## src/rtl/regf_scoreboard_if.sv

```systemverilog
// rtl/regf_scoreboard_if.sv - decode/writeback bus of the register file with busy scoreboard
interface regf_scoreboard_if #(
  parameter int XLEN     = 32,
  parameter int NUM_REGS = 32
);
  localparam int ADDR_W = $clog2(NUM_REGS);

  logic              rw;
  logic              wr;
  logic [ADDR_W-1:0] Ad_rs1;
  logic [ADDR_W-1:0] Ad_rs2;
  logic [ADDR_W-1:0] Ad_rd;
  logic [XLEN-1:0]   rd_data_in;
  logic              issue;
  logic [ADDR_W-1:0] issue_rd;
  logic [XLEN-1:0]   rs1_data;
  logic [XLEN-1:0]   rs2_data;
  logic              rs1_busy;
  logic              rs2_busy;
  logic              hazard;

  modport master (
    output rw, wr, Ad_rs1, Ad_rs2, Ad_rd, rd_data_in, issue, issue_rd,
    input  rs1_data, rs2_data, rs1_busy, rs2_busy, hazard
  );

  modport slave (
    input  rw, wr, Ad_rs1, Ad_rs2, Ad_rd, rd_data_in, issue, issue_rd,
    output rs1_data, rs2_data, rs1_busy, rs2_busy, hazard
  );
endinterface

```

## src/rtl/regf_scoreboard.sv

```systemverilog
// rtl/regf_scoreboard.sv - 2R/1W integer register file, hardwired x0, per-register busy scoreboard
module regf_scoreboard #(
  parameter int XLEN     = 32,
  parameter int NUM_REGS = 32,
  parameter int BYPASS   = 1
) (
  input logic              clk,
  input logic              rst,
  regf_scoreboard_if.slave bus
);
  localparam logic BYP = (BYPASS != 0);

  logic [XLEN-1:0]     regs_q [NUM_REGS];
  logic [NUM_REGS-1:0] busy_q, busy_d;
  logic [XLEN-1:0]     rs1_q, rs1_d;
  logic [XLEN-1:0]     rs2_q, rs2_d;
  logic                wr_ok, fwd1, fwd2, iss_ok;

  assign wr_ok  = bus.wr && (bus.Ad_rd != '0);
  assign iss_ok = bus.issue && (bus.issue_rd != '0);
  // A writeback to the register being read this cycle both forwards its data and clears its hazard.
  assign fwd1   = BYP && wr_ok && (bus.Ad_rd == bus.Ad_rs1);
  assign fwd2   = BYP && wr_ok && (bus.Ad_rd == bus.Ad_rs2);

  always_comb begin
    rs1_d = rs1_q;
    if (bus.rw) begin
      if (bus.Ad_rs1 == '0)
        rs1_d = '0;
      else if (fwd1)
        rs1_d = bus.rd_data_in;
      else
        rs1_d = regs_q[bus.Ad_rs1];
    end
  end

  always_comb begin
    rs2_d = rs2_q;
    if (bus.rw) begin
      if (bus.Ad_rs2 == '0)
        rs2_d = '0;
      else if (fwd2)
        rs2_d = bus.rd_data_in;
      else
        rs2_d = regs_q[bus.Ad_rs2];
    end
  end

  // Clear first, then set, so a new producer issued on the writeback edge stays pending.
  always_comb begin
    busy_d = busy_q;
    if (wr_ok)
      busy_d[bus.Ad_rd] = 1'b0;
    if (iss_ok)
      busy_d[bus.issue_rd] = 1'b1;
    busy_d[0] = 1'b0;
  end

  always_ff @(posedge clk) begin
    if (rst) begin
      for (int i = 0; i < NUM_REGS; i++)
        regs_q[i] <= '0;
      busy_q <= '0;
      rs1_q  <= '0;
      rs2_q  <= '0;
    end else begin
      if (wr_ok)
        regs_q[bus.Ad_rd] <= bus.rd_data_in;
      busy_q <= busy_d;
      rs1_q  <= rs1_d;
      rs2_q  <= rs2_d;
    end
  end

  assign bus.rs1_data = rs1_q;
  assign bus.rs2_data = rs2_q;
  assign bus.rs1_busy = busy_q[bus.Ad_rs1] & ~fwd1;
  assign bus.rs2_busy = busy_q[bus.Ad_rs2] & ~fwd2;
  assign bus.hazard   = bus.rw & (bus.rs1_busy | bus.rs2_busy);
endmodule
```

## src/flat_wrapper.sv

```systemverilog
// flat-port wrapper written by rule: the top's interface ports become plain ports
module regf_scoreboard_flat 
#(
  parameter int XLEN     = 32,
  parameter int NUM_REGS = 32,
  parameter int BYPASS   = 1
)
  (clk, rst, bus_rw, bus_wr, bus_Ad_rs1, bus_Ad_rs2, bus_Ad_rd, bus_rd_data_in, bus_issue, bus_issue_rd, bus_rs1_data, bus_rs2_data, bus_rs1_busy, bus_rs2_busy, bus_hazard);
  regf_scoreboard_if #(.XLEN(XLEN), .NUM_REGS(NUM_REGS)) bus_i ();
  input logic clk;
  input logic rst;
  input wire logic [$bits(bus_i.rw)-1:0] bus_rw;
  input wire logic [$bits(bus_i.wr)-1:0] bus_wr;
  input wire logic [$bits(bus_i.Ad_rs1)-1:0] bus_Ad_rs1;
  input wire logic [$bits(bus_i.Ad_rs2)-1:0] bus_Ad_rs2;
  input wire logic [$bits(bus_i.Ad_rd)-1:0] bus_Ad_rd;
  input wire logic [$bits(bus_i.rd_data_in)-1:0] bus_rd_data_in;
  input wire logic [$bits(bus_i.issue)-1:0] bus_issue;
  input wire logic [$bits(bus_i.issue_rd)-1:0] bus_issue_rd;
  output wire logic [$bits(bus_i.rs1_data)-1:0] bus_rs1_data;
  output wire logic [$bits(bus_i.rs2_data)-1:0] bus_rs2_data;
  output wire logic [$bits(bus_i.rs1_busy)-1:0] bus_rs1_busy;
  output wire logic [$bits(bus_i.rs2_busy)-1:0] bus_rs2_busy;
  output wire logic [$bits(bus_i.hazard)-1:0] bus_hazard;
  assign bus_i.rw = bus_rw;
  assign bus_i.wr = bus_wr;
  assign bus_i.Ad_rs1 = bus_Ad_rs1;
  assign bus_i.Ad_rs2 = bus_Ad_rs2;
  assign bus_i.Ad_rd = bus_Ad_rd;
  assign bus_i.rd_data_in = bus_rd_data_in;
  assign bus_i.issue = bus_issue;
  assign bus_i.issue_rd = bus_issue_rd;
  assign bus_rs1_data = bus_i.rs1_data;
  assign bus_rs2_data = bus_i.rs2_data;
  assign bus_rs1_busy = bus_i.rs1_busy;
  assign bus_rs2_busy = bus_i.rs2_busy;
  assign bus_hazard = bus_i.hazard;
  regf_scoreboard #(.XLEN(XLEN), .NUM_REGS(NUM_REGS), .BYPASS(BYPASS)) u_core (.clk(clk), .rst(rst), .bus(bus_i));
endmodule
```

## config.mk

```make
export PLATFORM = sky130hd
export DESIGN_NAME = regf_scoreboard_flat
export DESIGN_NICKNAME = d
export VERILOG_FILES = /design/src/rtl/regf_scoreboard_if.sv /design/src/rtl/regf_scoreboard.sv /design/src/flat_wrapper.sv
export SDC_FILE = /design/constraint.sdc
export NUM_CORES = 2
export LEC_CHECK = 0
export CAP_MARGIN = 20
export CORE_ASPECT_RATIO = 1.1
export CORE_MARGIN = 5
export CORE_UTILIZATION = 55
export CTS_CLUSTER_SIZE = 12
export DETAILED_ROUTE_END_ITERATION = 6
export PLACE_DENSITY = 0.71
export SETUP_SLACK_MARGIN = 0.3
export SLEW_MARGIN = 25
export SYNTH_ARGS = -nofsm -noshare
export SYNTH_HDL_FRONTEND = slang
export SYNTH_SLANG_ARGS = --single-unit
export TNS_END_PERCENT = 50
```

## constraint.sdc

```tcl
create_clock -name clk -period 6.2 [get_ports clk]
set_clock_uncertainty 0.2 [all_clocks]
set_input_delay 0.62 -clock clk [delete_from_list [all_inputs] [get_ports clk]]
set_output_delay 0.62 -clock clk [all_outputs]
set_load 0.02 [all_outputs]
```

; Word level (Yosys, flattened, before mapping)
; Memory sizes are Yosys's and may differ from the RTL's.
; Index checks and enable logic that the tools add are counted.
[word_totals]
reg_bits = 96
word_cells = 55
output_inout_bits = 67
mem_bits_rw = 1024
mem_count = 1
inputBits = 57
[memory_table]
columns = name, depth, word_bits, rd, rd_ports_with_merged_regs, wr, line_no
row1 = u_core.regs_q, 32, 32, 2, 0, 32, regf_scoreboard.sv:13  ; logic [XLEN-1:0] regs_q [NUM_REGS];
[classes]
n_bitwise = 9
n_eq_ne = 2
magnitude_cmp = 6
mux = 22
reduce_logical = 11
[op_table]
columns = cell, count
row1 = 32-bit two-way mux, 7
row2 = 32-bit bitwise AND, 1
row3 = 32-bit inverter, 1
row4 = 32-bit bitwise OR, 1
row5 = 32-bit OR reduction, 1
row6 = 5-bit by 6-bit < comparator with 1-bit output (second input constant), 4
row7 = 1-bit binary-select mux with 5-bit select, 2
row8 = 1-bit demux with 5-bit select, 2
row9 = 5-bit == test, 2
row10 = 5-bit by 1-bit >= comparator with 1-bit output (second input constant), 2
row11 = 5-bit logical NOT, 2
row12 = 1-bit two-way mux, 10
row13 = 5-bit nonzero test, 2
row14 = 1-bit logical AND, 6
row15 = 5-bit two-way mux, 1
row16 = 1-bit bitwise AND, 3
row17 = 1-bit inverter, 2
row18 = 1-bit bitwise OR, 1

; Longest topological paths before layout
[depth]
depth_word = 9
depth_mapped = 9
ltp_nobuf = 5

; Least setup slack after synthesis
; No wires, ideal clock.
[synth_timing]
kind = input-to-reg
startpoint = input bus_Ad_rd[4]
endpoint = memory u_core.regs_q[24][0], enable pin
required_time_ns = 5.570
arrival_time_ns = 3.054
setup_time_ns = 0.430
stages = 5
n_path_buf = 3
setup_slack_ns = 2.516
cell_sequence = buf_2 > clkbuf_1 > nand3b_1 > clkbuf_1 > o21bai_1
[synth_rtl]
columns = element, line_no
row1 = "start, declared", flat_wrapper.sv:16  ; input wire logic [$bits(bus_i.Ad_rd)-1:0] bus_Ad_rd;
row2 = "end, declared", regf_scoreboard.sv:13

; Final worst setup path
[layout_timing]
startpoint = input bus_Ad_rs1[3]
endpoint = output bus_hazard
[layout_between]
elab_chain_len = 6
word_cells_on_any_way = 8
cone_classes = 1 x eq/ne / 2 x mux / 4 x bitwise / 1 x reduce/logical
[layout_rtl]
columns = element, line_no
row1 = "start, declared", flat_wrapper.sv:14  ; input wire logic [$bits(bus_i.Ad_rs1)-1:0] bus_Ad_rs1;
row2 = branches (longest 3 deep; another with 1-bit binary-select mux with 5-bit select), --
row3 = 1-bit bitwise AND (*), regf_scoreboard.sv:77  ; assign bus.rs1_busy = busy_q[bus.Ad_rs1] & ~fwd1;
row4 = 1-bit bitwise OR (*), regf_scoreboard.sv:79  ; assign bus.hazard = bus.rw & (bus.rs1_busy | bus.rs2_busy);
row5 = 1-bit bitwise AND (*), regf_scoreboard.sv:79
row6 = "end, declared", flat_wrapper.sv:24  ; output wire logic [$bits(bus_i.hazard)-1:0] bus_hazard;
; Every way passes the cells marked *. The select of a mux whose other input is x is not followed.

==> metrics.md <==
| Metric | Value |
|---|---|
| Status | finished, final reports clean |
| Yosys top cell area share | 0.536 |
| GRT overflow | 0 |
| Crit start category | input port |
| Residual DRC | 0 |
| FFs w/ async S/R, synth | 0 |
| Largest area contributor in the netlist | edfxtp_1 |
| Final GP Congestion | 0.872 |
| Peak VDD IR | 0.270 mV |
| Slew margin rel. | 0.220 |
| Synthesized area | 57,400 sq um |
| Ys flop type | edfxtp_1 |
| Drt wl/cell | 35.3 microns |
| Fin. Hold Viols | 0 |
| Reg-to-reg setup timing slack | 3.91 ns |
| CP Data Arrival Time | 3.58 ns |
| Die area | 111,000 sq um |
| Simple-gate share of the synthesized area | 0.113 |
| CP max stage delay | 0.66 ns |
| Num CTS Buffers | 117 |
| Number of flops mapped to enable cells by yosys | 1,024 |
| Most frequent CP cell | clkdlybuf4s50_1 |
| Post-DRT Antenna Nets | 0 |
| NumNets Final | 3,894 |
| Share of post-route cells with drive strength above 1 | 0.223 |
| H-Tree Depth | 3 |
| Synth warnings | 0 |
| DRT Pass-1 Iters | 6 |
| Leak Pwr | 19.7 nW |
| Synth cell types | 54 |
| Top cells by count, synth | edfxtp_1, nor3_1, mux4_2, clkbuf_1, buf_2 |
| Critical path type | in2out |
| Vias | 40,300 |
| Max_cap viols | 0 |
| Origin of the worst setup path | bus_Ad_rs1[3] |
| F_max | 0.227 GHz |
| Register area share after synthesis | 0.569 |
| Count leader, synth | edfxtp_1 |
| Final TNS setup | 0 ns |
| Worst r2r src | u_core.regs_q[26][30] |
| Post-Synth Adder-Cell Area | 0 |
| Initial core utilization | 0.553 |
| Avg Cell Area, Syn | 14.4 sq um |
| First-pass GRT wire length | 276,000 microns |
| Die Y | 349 microns |
| Worst Setup EP | bus_hazard |
| Initial antenna violation count | 3 |
| Crit end category | primary output |
| Xor/xnor share of the synthesized area | 0.00153 |
| Clock period minus final worst setup slack | 4.40 ns |
| Tightest Pin Transition | 1.17 ns |
| Pin count of the biggest net entering global routing | 144 |
| PostCTS Resize Cnt | 0 |
| DR iter-0 viols | 5,981 |
| Mux contribution to synthesized area | 0.229 |
| Slew Viols, Final | 0 |
| Sink Count | 1,119 |
| Top post-synthesis cells by area | edfxtp_1, mux4_2, nor3_1 |
| I/O pin count | 124 |
| Hold Buf Count CTS | 0 |
| Clock Latency Late Sink | 0.70 ns |
| Setup repair bufs after CTS | 0 |
| Die X | 318 microns |
| Worst reg-to-reg path cell count | 5 |
| Vias in the first global route | 40,600 |
| Core area | 104,000 sq um |
| # port buffers | 123 |
| Area added between synthesis and finish | 10.5% |
| CTS Buffer Depth | 3 |
| CTS tree | done |
| GRT Overall Usage | 0.334 |
| CP max stage cell | buf_4 |
| Worst Hold Class | in2reg |
| Clk slew on worst S/H paths | 0.06 ns |
| Rows | 124 |
| Setup violators final | 0 |
| CP Max Fanout | 33 |
| Main combinational cell family by area after synthesis | multiplexers |
| CP required | 5.38 ns |
| Compound-Gate Fraction of Synth Area | 0.0418 |
| Via/cell ratio | 7.57 |
| Fin util | 0.611 |
| Post-DP HPWL | 107,000 microns |
| WL final | 188,000 microns |
| PD cells | 286 nW/um^2 |
| Fin crit share | 0.709 |
| CP cell instances | clkdlybuf4s50_1 > or3b_2 > buf_4 > o221ai_1 > nand4bb_1 > a21boi_0 > clkdlybuf4s50_1 |
| FF+latch count, synth | 1,119 |
| Clock Tree Root | clkbuf_16 |
| Syn Inst Count | 3,982 |
| RSZ-0062 raised after global routing | false |
| RR Endpoint | u_core.bus.rs2_data[30] |
-- cell type report --
class	instances	area, sq um
Multi-Input combinational cell	2289	22600
Antenna cell	1	2.50
Tap cell	1386	1730
Clock inverter	39	290
Fill cell	7652	40400
Inverter	69	262
Timing Repair Buffer	241	2470
Clock buffer	177	3430
Sequential cell	1119	32700
-- flip-flops by register name, indices dropped and copies added (netlist names) --
| register | flops |
|---|---|
| u_core.bus.rs1_data | 32 |
| u_core.bus.rs2_data | 32 |
| u_core.regs_q | 1024 |
| u_core.busy_q | 31 |
-- critical path, delay by kind of cell --
| kind | cells | cell delay [ns] |
|---|---|---|
| buffers and inverters | 3 | 1.94 |
| AOI/OAI and AO/OA | 2 | 0.44 |
| and+or+nand+nor | 2 | 0.56 |
-- report_power, final --
group | total (mW) | switching, mW | leakage [nW] | internal [mW]
Clock | 6.92 | 2.96 | 1.83 | 3.95
Sequential | 8.91 | 0.236 | 10.5 | 8.67
Combinational | 2.29 | 1.37 | 7.31 | 0.920
-- layout by cell type (no fill, tap or decap), types with 12 or more instances in the layout --
master           count
buf_4               96
clkbuf_8            15
and2_1              65
clkdlybuf4s50_1    115
o21bai_4            14
a21o_2              15
o21ai_0             15
buf_12              19
o211ai_1            33
nor2_1              12
clkbuf_1            39
a221o_1             32
and3_1              32
a211oi_1            65
o22ai_1            144
clkinv_1            18
mux2i_1            135
clkinv_2            21
inv_1               60
dfxtp_1             95
nand2_1            116
clkbuf_16          123
mux4_2             524
nand3_1             36
edfxtp_1          1024
nor3_1             808
conb_1              32
nor4_1             129
-- layer usage --
| metal | track usage | routed length [microns] | vias to the layer above | part of all wire |
|---|---|---|---|---|
| met5 | 0 | 61 | - | 0.00032 |
| met4 | 0.205 | 14200 | 4 | 0.075 |
| met3 | 0.0755 | 22500 | 814 | 0.12 |
| met2 | 0.533 | 89300 | 3299 | 0.48 |
| met1 | 0.422 | 61900 | 20300 | 0.33 |
| li1 | - | - | 15900 | - |
-- cell families (layout without fill, tap and decap cells) --
logic type / count (synthesis) / count (layout)
multiplexers: 660 / 660
XOR/XNOR: 10 / 10
AO/OA/AOI/OAI: 335 / 335
buffers and inverters: 605 / 526
AND/OR/NAND/NOR: 1252 / 1252
flip-flops: 1119 / 1119
other: 1 / 33
-- metrics by stage --
step           cell area [sq um]  hold WS [ns]  power [mW]  cells  worst slack (ns)
2_1_floorplan              57500         0.252        10.4   4013              2.52
3_3_place_gp               59500         0.257        11.2   5098              1.53
3_5_place_dp               59600         0.260        11.3   5101              1.47
4_1_cts                    63300         0.216        18.1   5317              1.85
5_1_grt                    63400         0.257        18.6   5320              1.79
6_report                   63400         0.265        18.1   5321              1.80
-- worst min path at each step --
stage	start	end	slack, ns	cells past startpoint
after floorplan	u_core.busy_q[18]	u_core.busy_q[18]	0.25	2
after global placement	u_core.bus.rs1_data[8]	u_core.bus.rs1_data[8]	0.26	2
after detailed placement	u_core.bus.rs1_data[5]	u_core.bus.rs1_data[5]	0.26	2
after CTS	bus_Ad_rd[4]	u_core.regs_q[14][31]	0.22	2
after global routing	bus_Ad_rd[4]	u_core.regs_q[14][31]	0.26	2
final	bus_Ad_rd[4]	u_core.regs_q[14][31]	0.27	2
Note: power is estimated with default switching activity, not from simulation.
